`config.mk`:
```
export PLATFORM = sky130hd
export DESIGN_NAME = ex_muldiv_flat
export DESIGN_NICKNAME = d
export VERILOG_FILES = /design/src/rtl/ex_muldiv_pkg.sv /design/src/rtl/ex_muldiv_if.sv /design/src/rtl/ex_muldiv_datapath.sv /design/src/rtl/ex_muldiv.sv /design/src/flat_wrapper.sv
export SDC_FILE = /design/constraint.sdc
export NUM_CORES = 1
export LEC_CHECK = 0
export ABC_AREA = 0
export CORE_MARGIN = 4
export CORE_UTILIZATION = 66
export CTS_CLUSTER_SIZE = 30
export DETAILED_ROUTE_END_ITERATION = 7
export DONT_BUFFER_PORTS = 1
export PLACE_DENSITY = 0.79
export SLEW_MARGIN = 20
export SYNTH_ARGS = -nofsm -noshare
export SYNTH_HDL_FRONTEND = slang
export SYNTH_HIERARCHICAL = 1
export SYNTH_SLANG_ARGS = --single-unit
```
`constraint.sdc`:
```
create_clock -name clk -period 15.1 [get_ports clk]
set_input_delay 3.02 -clock clk [delete_from_list [all_inputs] [get_ports clk]]
set_output_delay 3.02 -clock clk [all_outputs]
set_load 0.01 [all_outputs]
```
`src/rtl/ex_muldiv_pkg.sv`:
```
// Shared definitions for the EX-stage iterative multiply/divide unit:
// function codes, bus widths and FSM state encoding.
package ex_muldiv_pkg;

   localparam int FUNCT_BUS = 6;
   localparam int DATA_BUS  = 32;

   localparam logic [FUNCT_BUS-1:0] FUNCT_MULT  = 6'h18;
   localparam logic [FUNCT_BUS-1:0] FUNCT_MULTU = 6'h19;
   localparam logic [FUNCT_BUS-1:0] FUNCT_DIV   = 6'h1A;
   localparam logic [FUNCT_BUS-1:0] FUNCT_DIVU  = 6'h1B;
   localparam logic [FUNCT_BUS-1:0] FUNCT_ADDU  = 6'h21;

   typedef enum logic [1:0] {
      ST_IDLE = 2'd0,
      ST_MUL  = 2'd1,
      ST_DIV  = 2'd2,
      ST_DONE = 2'd3
   } state_e;

   function automatic logic is_muldiv(input logic [FUNCT_BUS-1:0] f);
      return (f == FUNCT_MULT) || (f == FUNCT_MULTU) ||
             (f == FUNCT_DIV)  || (f == FUNCT_DIVU);
   endfunction

endpackage

```
`src/rtl/ex_muldiv_if.sv`:
```
// Pipeline-side bundle for the multiply/divide unit: issue, flush, stall
// request and the HI/LO result.
interface ex_muldiv_if #(parameter int WIDTH = 32);

   logic                                flush;
   logic                                start;
   logic [ex_muldiv_pkg::FUNCT_BUS-1:0] funct;
   logic [WIDTH-1:0]                    operand_a;
   logic [WIDTH-1:0]                    operand_b;
   logic                                busy;
   logic                                done;
   logic [WIDTH-1:0]                    hi;
   logic [WIDTH-1:0]                    lo;

   modport master (
      output flush, start, funct, operand_a, operand_b,
      input  busy, done, hi, lo
   );

   modport slave (
      input  flush, start, funct, operand_a, operand_b,
      output busy, done, hi, lo
   );

endinterface

```
`src/rtl/ex_muldiv_datapath.sv`:
```
// Shared shift/add-subtract datapath for shift-add multiply and restoring
// divide, with sign fix and the architectural HI/LO result registers.
module ex_muldiv_datapath #(
   parameter int WIDTH = 32
) (
   input  logic             clk,
   input  logic             rst,
   input  logic             load,
   input  logic             load_div,
   input  logic             load_signed,
   input  logic             dz_load,
   input  logic             step,
   input  logic             finish,
   input  logic             div_mode,
   input  logic [WIDTH-1:0] a,
   input  logic [WIDTH-1:0] b,
   output logic [WIDTH-1:0] hi,
   output logic [WIDTH-1:0] lo
);

   logic [WIDTH-1:0]   op_q, op_d, acc_q, acc_d, sh_q, sh_d;
   logic [WIDTH-1:0]   hi_q, hi_d, lo_q, lo_d;
   logic               neg_q, neg_d, rneg_q, rneg_d;
   logic               sa, sb;
   logic [WIDTH-1:0]   abs_a, abs_b;
   logic [WIDTH:0]     sum, shifted, trial;
   logic [2*WIDTH-1:0] prod;

   function automatic logic [WIDTH-1:0] cond_neg(input logic n, input logic [WIDTH-1:0] v);
      return n ? (~v + 1'b1) : v;
   endfunction

   always_comb begin
      sa    = load_signed & a[WIDTH-1];
      sb    = load_signed & b[WIDTH-1];
      abs_a = cond_neg(sa, a);
      abs_b = cond_neg(sb, b);

      // acc holds the product high half (MUL) or partial remainder (DIV);
      // sh holds multiplier bits (MUL) or dividend/quotient bits (DIV).
      sum     = {1'b0, acc_q} + {1'b0, (sh_q[0] ? op_q : {WIDTH{1'b0}})};
      shifted = {acc_q, sh_q[WIDTH-1]};
      trial   = shifted - {1'b0, op_q};

      op_d   = op_q;
      acc_d  = acc_q;
      sh_d   = sh_q;
      neg_d  = neg_q;
      rneg_d = rneg_q;
      if (load) begin
         op_d   = load_div ? abs_b : abs_a;
         sh_d   = load_div ? abs_a : abs_b;
         acc_d  = '0;
         neg_d  = sa ^ sb;
         rneg_d = sa;
      end else if (step) begin
         if (div_mode) begin
            acc_d = trial[WIDTH] ? shifted[WIDTH-1:0] : trial[WIDTH-1:0];
            sh_d  = {sh_q[WIDTH-2:0], ~trial[WIDTH]};
         end else begin
            acc_d = sum[WIDTH:1];
            sh_d  = {sum[0], sh_q[WIDTH-1:1]};
         end
      end

      prod = {acc_d, sh_d};
      if (neg_q) prod = ~prod + 1'b1;

      hi_d = hi_q;
      lo_d = lo_q;
      if (dz_load) begin
         hi_d = a;
         lo_d = '1;
      end else if (finish) begin
         if (div_mode) begin
            lo_d = cond_neg(neg_q, sh_d);
            hi_d = cond_neg(rneg_q, acc_d);
         end else begin
            {hi_d, lo_d} = prod;
         end
      end
   end

   always_ff @(posedge clk or negedge rst) begin
      if (!rst) begin
         hi_q <= '0;
         lo_q <= '0;
      end else begin
         hi_q <= hi_d;
         lo_q <= lo_d;
      end
   end

   // Iteration state needs no reset: it is always reloaded on accept.
   always_ff @(posedge clk) begin
      op_q   <= op_d;
      acc_q  <= acc_d;
      sh_q   <= sh_d;
      neg_q  <= neg_d;
      rneg_q <= rneg_d;
   end

   assign hi = hi_q;
   assign lo = lo_q;

endmodule

```
`src/rtl/ex_muldiv.sv`:
```
// EX-stage iterative MULT/MULTU/DIV/DIVU unit: control FSM, stall request
// and done pulse around the shared multiply/divide datapath.
module ex_muldiv
   import ex_muldiv_pkg::*;
#(
   parameter int WIDTH    = 32,
   parameter int CNT_BITS = 5
) (
   input  logic        clk,
   input  logic        rst,
   ex_muldiv_if.slave  bus
);

   state_e              state_q, state_d;
   logic [CNT_BITS-1:0] cnt_q, cnt_d;
   logic                accept, op_div, op_signed;
   logic                step, finish, dz_load;

   always_comb begin
      op_div    = (bus.funct == FUNCT_DIV) || (bus.funct == FUNCT_DIVU);
      op_signed = (bus.funct == FUNCT_DIV) || (bus.funct == FUNCT_MULT);
      accept    = (state_q == ST_IDLE) && bus.start && !bus.flush && is_muldiv(bus.funct);

      state_d = state_q;
      cnt_d   = cnt_q;
      step    = 1'b0;
      finish  = 1'b0;
      dz_load = 1'b0;
      if (bus.flush) begin
         state_d = ST_IDLE;
      end else begin
         case (state_q)
            ST_IDLE: begin
               if (accept) begin
                  cnt_d = CNT_BITS'(WIDTH - 1);
                  if (op_div && (bus.operand_b == '0)) begin
                     dz_load = 1'b1;
                     state_d = ST_DONE;
                  end else begin
                     state_d = op_div ? ST_DIV : ST_MUL;
                  end
               end
            end
            ST_MUL, ST_DIV: begin
               step = 1'b1;
               if (cnt_q == '0) begin
                  finish  = 1'b1;
                  state_d = ST_DONE;
               end else begin
                  cnt_d = cnt_q - 1'b1;
               end
            end
            ST_DONE: state_d = ST_IDLE;
            default: state_d = ST_IDLE;
         endcase
      end
   end

   always_ff @(posedge clk or negedge rst) begin
      if (!rst) begin
         state_q <= ST_IDLE;
         cnt_q   <= '0;
      end else begin
         state_q <= state_d;
         cnt_q   <= cnt_d;
      end
   end

   assign bus.busy = accept || (state_q == ST_MUL) || (state_q == ST_DIV);
   assign bus.done = (state_q == ST_DONE) && !bus.flush;

   ex_muldiv_datapath #(.WIDTH(WIDTH)) u_dp (
      .clk         (clk),
      .rst         (rst),
      .load        (accept),
      .load_div    (op_div),
      .load_signed (op_signed),
      .dz_load     (dz_load),
      .step        (step),
      .finish      (finish),
      .div_mode    (state_q == ST_DIV),
      .a           (bus.operand_a),
      .b           (bus.operand_b),
      .hi          (bus.hi),
      .lo          (bus.lo)
   );

endmodule

```
`src/flat_wrapper.sv`:
```
// flat-port wrapper written by rule: the top's interface ports become plain ports
module ex_muldiv_flat import ex_muldiv_pkg::*;
#(
   parameter int WIDTH    = 32,
   parameter int CNT_BITS = 5
)
  (clk, rst, bus_flush, bus_start, bus_funct, bus_operand_a, bus_operand_b, bus_busy, bus_done, bus_hi, bus_lo);
  ex_muldiv_if #(.WIDTH(WIDTH)) bus_i ();
  input  logic clk;
  input  logic rst;
  input wire logic [$bits(bus_i.flush)-1:0] bus_flush;
  input wire logic [$bits(bus_i.start)-1:0] bus_start;
  input wire logic [$bits(bus_i.funct)-1:0] bus_funct;
  input wire logic [$bits(bus_i.operand_a)-1:0] bus_operand_a;
  input wire logic [$bits(bus_i.operand_b)-1:0] bus_operand_b;
  output wire logic [$bits(bus_i.busy)-1:0] bus_busy;
  output wire logic [$bits(bus_i.done)-1:0] bus_done;
  output wire logic [$bits(bus_i.hi)-1:0] bus_hi;
  output wire logic [$bits(bus_i.lo)-1:0] bus_lo;
  assign bus_i.flush = bus_flush;
  assign bus_i.start = bus_start;
  assign bus_i.funct = bus_funct;
  assign bus_i.operand_a = bus_operand_a;
  assign bus_i.operand_b = bus_operand_b;
  assign bus_busy = bus_i.busy;
  assign bus_done = bus_i.done;
  assign bus_hi = bus_i.hi;
  assign bus_lo = bus_i.lo;
  ex_muldiv #(.WIDTH(WIDTH), .CNT_BITS(CNT_BITS)) u_core (.clk(clk), .rst(rst), .bus(bus_i));
endmodule
```
==> flow_metrics.tcl <==
set metrics [dict create \
    max_slew.worst_pin.slew_ns 1.23 \
    initialDrtViolationCount 2266 \
    cts_resized 0 \
    top_level_ports 140 \
    ys_seq_area_share_pct 25.6 \
    clock-skew-final_ns 0.0194 \
    dpl-instance-area_um2 16100 \
    post_synth_main_area_contributors "sky130_fd_sc_hd__dfrtp_1, sky130_fd_sc_hd__dfxtp_1, sky130_fd_sc_hd__edfxtp_1, sky130_fd_sc_hd__ha_1, sky130_fd_sc_hd__mux2i_1" \
    power_leakage_nw 6.67 \
    run_status "completed" \
    via_count_of_the_first_global_routing_pass 15622 \
    die-area_um2 26700 \
    clock.fmax_ghz 0.124 \
    drt_first_pass_iters 7 \
    post-layout-total-power_mw 3.07 \
    mostFrequentLayoutCell "sky130_fd_sc_hd__nor2_1" \
    synth-edff-count 34 \
    row_count 56 \
    die_height_um 163 \
    worst_setup_hold_path_clk_slew_ns 0.07 \
    start_util_pct 67.5 \
    worst_skew_pair.late_latency_ns 0.45 \
    global_route.overflow_total 0 \
    grt_setup_unrepaired "no" \
    synth-warning-count 6 \
    netlist.top_cell.by_area "sky130_fd_sc_hd__dfrtp_1" \
    type_of_the_tightest_min_delay_check "reg -> reg" \
    postSynthAreaPerCell_um2 7.86 \
    ys_seq_elements 169 \
    ir_drop_mv 0.103 \
    cts-htree-levels 4 \
    ys_async_sr_fraction_pct 42.0 \
    finalInstanceArea_um2 16700 \
    core-area_um2 23600 \
    cts.hold.buffers_added 0 \
    final-hold-violation-count 0 \
    clk_root_buffer_cell "sky130_fd_sc_hd__clkbuf_16" \
    yosysTopAreaCellShare_pct 11.1 \
    worstPathArrival_ns 8.35 \
    crit_type "in -> reg" \
    netlist_instances 2029 \
    final_core_utilization_pct 70.8 \
    cp_max_fo 23 \
    clk_path_buf_depth 2 \
    dr_total_vias 16480 \
    number_of_filler_instances_in_the_final_layout 1955 \
    type_of_destination_of_the_critical_path "flip-flop" \
    timing_max_transition_violations_final 0 \
    globalRouteTotalUtil_pct 42.5 \
    cts.repair_timing.setup_buffer_count 0 \
    netlist-cell-type-count 97 \
    fin_crit_ns 8.06 \
    antenna_found_initial 1 \
    final_layout_size_suffix_gt1_share_pct 6.08 \
    syn_to_final_growth_pct 4.79 \
    syn-cell-area_um2 15900 \
    place_inst 2261 \
    synth_top_flop_cell "sky130_fd_sc_hd__dfrtp_1" \
    grt_start_max_net_pins 72 \
    grt_first_pass_wirelength_um 88400 \
    post-route-drc-count 0 \
    ant_nets 0 \
    pwr_density_cell_nw_per_um2 184 \
    finalWirelength_um 58400 \
    routed_wire_length_per_instance_um 25.5 \
    mostFrequentLayoutCells "sky130_fd_sc_hd__nor2_1, sky130_fd_sc_hd__nand2_1, sky130_fd_sc_hd__o21ai_0" \
    post_layout_nonfiller_instances 2293 \
    finalNetCount 2111 \
    final.period_utilization_pct 53.4 \
    cts.sink_count 169 \
    slew_headroom_pct 18.0 \
    critical_path_required_ns 15.39 \
    portBuffers 0 \
    num_antenna_cells 0 \
    tritoncts.num_buffers 17 \
    setup_total_negative_slack_ns 0 \
    postSynthNetCount 2179 \
    start_kind "primary input" \
    drt-vias-per-instance 7.19 \
    place.detailed.hpwl_um 43800 \
    tritoncts_clock_tree "built" \
    floorplan.die.width_um 163 \
    globalplace.congestion 1.04 \
    maxCapViolCount 0 \
    setup_viol 0 \
]
-- final cells by class --
class / count / area, um^2 / area share, %
repair buffers: 31 / 233 / 1.39
multi-input cells: 1641 / 11100 / 66.1
well taps: 319 / 399 / 2.39
inverters: 101 / 379 / 2.27
clock buffers: 18 / 429 / 2.57
clock inverters: 14 / 138 / 0.824
flip-flops and latches: 169 / 4080 / 24.4
-- critical path: stages --
cell and delay, ns:
sky130_fd_sc_hd__nand4bb_1 0.29, sky130_fd_sc_hd__nor2_1 0.68, sky130_fd_sc_hd__nand2_1 0.71, sky130_fd_sc_hd__a21oi_1 0.38, sky130_fd_sc_hd__xnor2_1 0.15, sky130_fd_sc_hd__a221o_1 0.45
sky130_fd_sc_hd__or4_1 0.59, sky130_fd_sc_hd__nor4_1 0.30, sky130_fd_sc_hd__buf_4 0.22, sky130_fd_sc_hd__nand4_1 0.24, sky130_fd_sc_hd__nor3_1 0.30, sky130_fd_sc_hd__o22ai_1 0.30
sky130_fd_sc_hd__a211oi_1 0.40, sky130_fd_sc_hd__xor2_1 0.23, sky130_fd_sc_hd__o21ai_1 0.08
-- power breakdown --
group / switching, mW / total (mW) / internal, mW
clock: 0.210 / 0.442 / 0.232
combinational: 1.14 / 1.80 / 0.667
sequential: 0.202 / 0.825 / 0.623
-- metrics by stage --
stage | setup WS (ns) | hold WS [ns]
after global placement | 6.96 | 0.526
after CTS | 7.15 | 0.558
final | 7.04 | 0.560
after floorplan | 6.86 | 0.509
after detailed placement | 6.78 | 0.542
after global routing | 6.84 | 0.609
-- final timing paths --
path | start | to | slack (ns) | cells after the start
max in group asynchronous | rst | u_core/u_dp/hi[18] | 12.69 | 0
min in group asynchronous | rst | u_core/cnt_q[1] | 2.27 | 0
min | u_core/cnt_q[0] | u_core/cnt_q[0] | 0.56 | 1
min reg2reg | u_core/cnt_q[0] | u_core/cnt_q[0] | 0.56 | 1
max | bus_funct[5] | u_core/u_dp/hi[27] | 7.04 | 15
max reg2reg | u_core/u_dp/sh_q[31] | u_core/u_dp/hi[27] | 8.84 | 16
-- metal layers --
metal,up-vias,GRT usage (%),wire length [um]
met5,-,0,0
met4,0,26.9,4240
met3,286,10.3,6760
met2,1140,68.8,26500
met1,7681,50.7,20800
li1,7373,-,-
-- cells in the mapped netlist (41+ instances only) --
master / n
sky130_fd_sc_hd__and2_1: 47
sky130_fd_sc_hd__a211oi_1: 48
sky130_fd_sc_hd__xnor2_1: 93
sky130_fd_sc_hd__a21oi_1: 111
sky130_fd_sc_hd__dfrtp_1: 71
sky130_fd_sc_hd__clkbuf_1: 80
sky130_fd_sc_hd__inv_1: 101
sky130_fd_sc_hd__a31oi_1: 41
sky130_fd_sc_hd__nor3_1: 50
sky130_fd_sc_hd__nor2_1: 197
sky130_fd_sc_hd__mux2i_1: 91
sky130_fd_sc_hd__xor2_1: 59
sky130_fd_sc_hd__nand2_1: 177
sky130_fd_sc_hd__ha_1: 74
sky130_fd_sc_hd__o21ai_0: 117
sky130_fd_sc_hd__dfxtp_1: 64
sky130_fd_sc_hd__nand3_1: 48
-- cells by family (layout without fill, tap and decap cells) --
group,count (synthesis),count (layout),share of synthesized area (%)
mux,98,98,6.21
compound gates,598,598,25.9
fa+ha+maj,76,76,6.06
buf+inv,219,164,5.31
flops,169,169,25.6
xor+xnor,152,152,8.35
simple gates,717,717,22.6
-- registers in the layout (all words and copies together), names as in the netlist --
register,count
u_core/u_dp/acc_q,32
u_core/u_dp/neg_q,1
u_core/u_dp/lo,32
u_core/u_dp/op_q,32
u_core/cnt_q,5
u_core/u_dp/rneg_q,1
u_core/u_dp/sh_q,32
u_core/u_dp/hi,32
u_core/state_q,2
(Power assumes the default switching activity.)
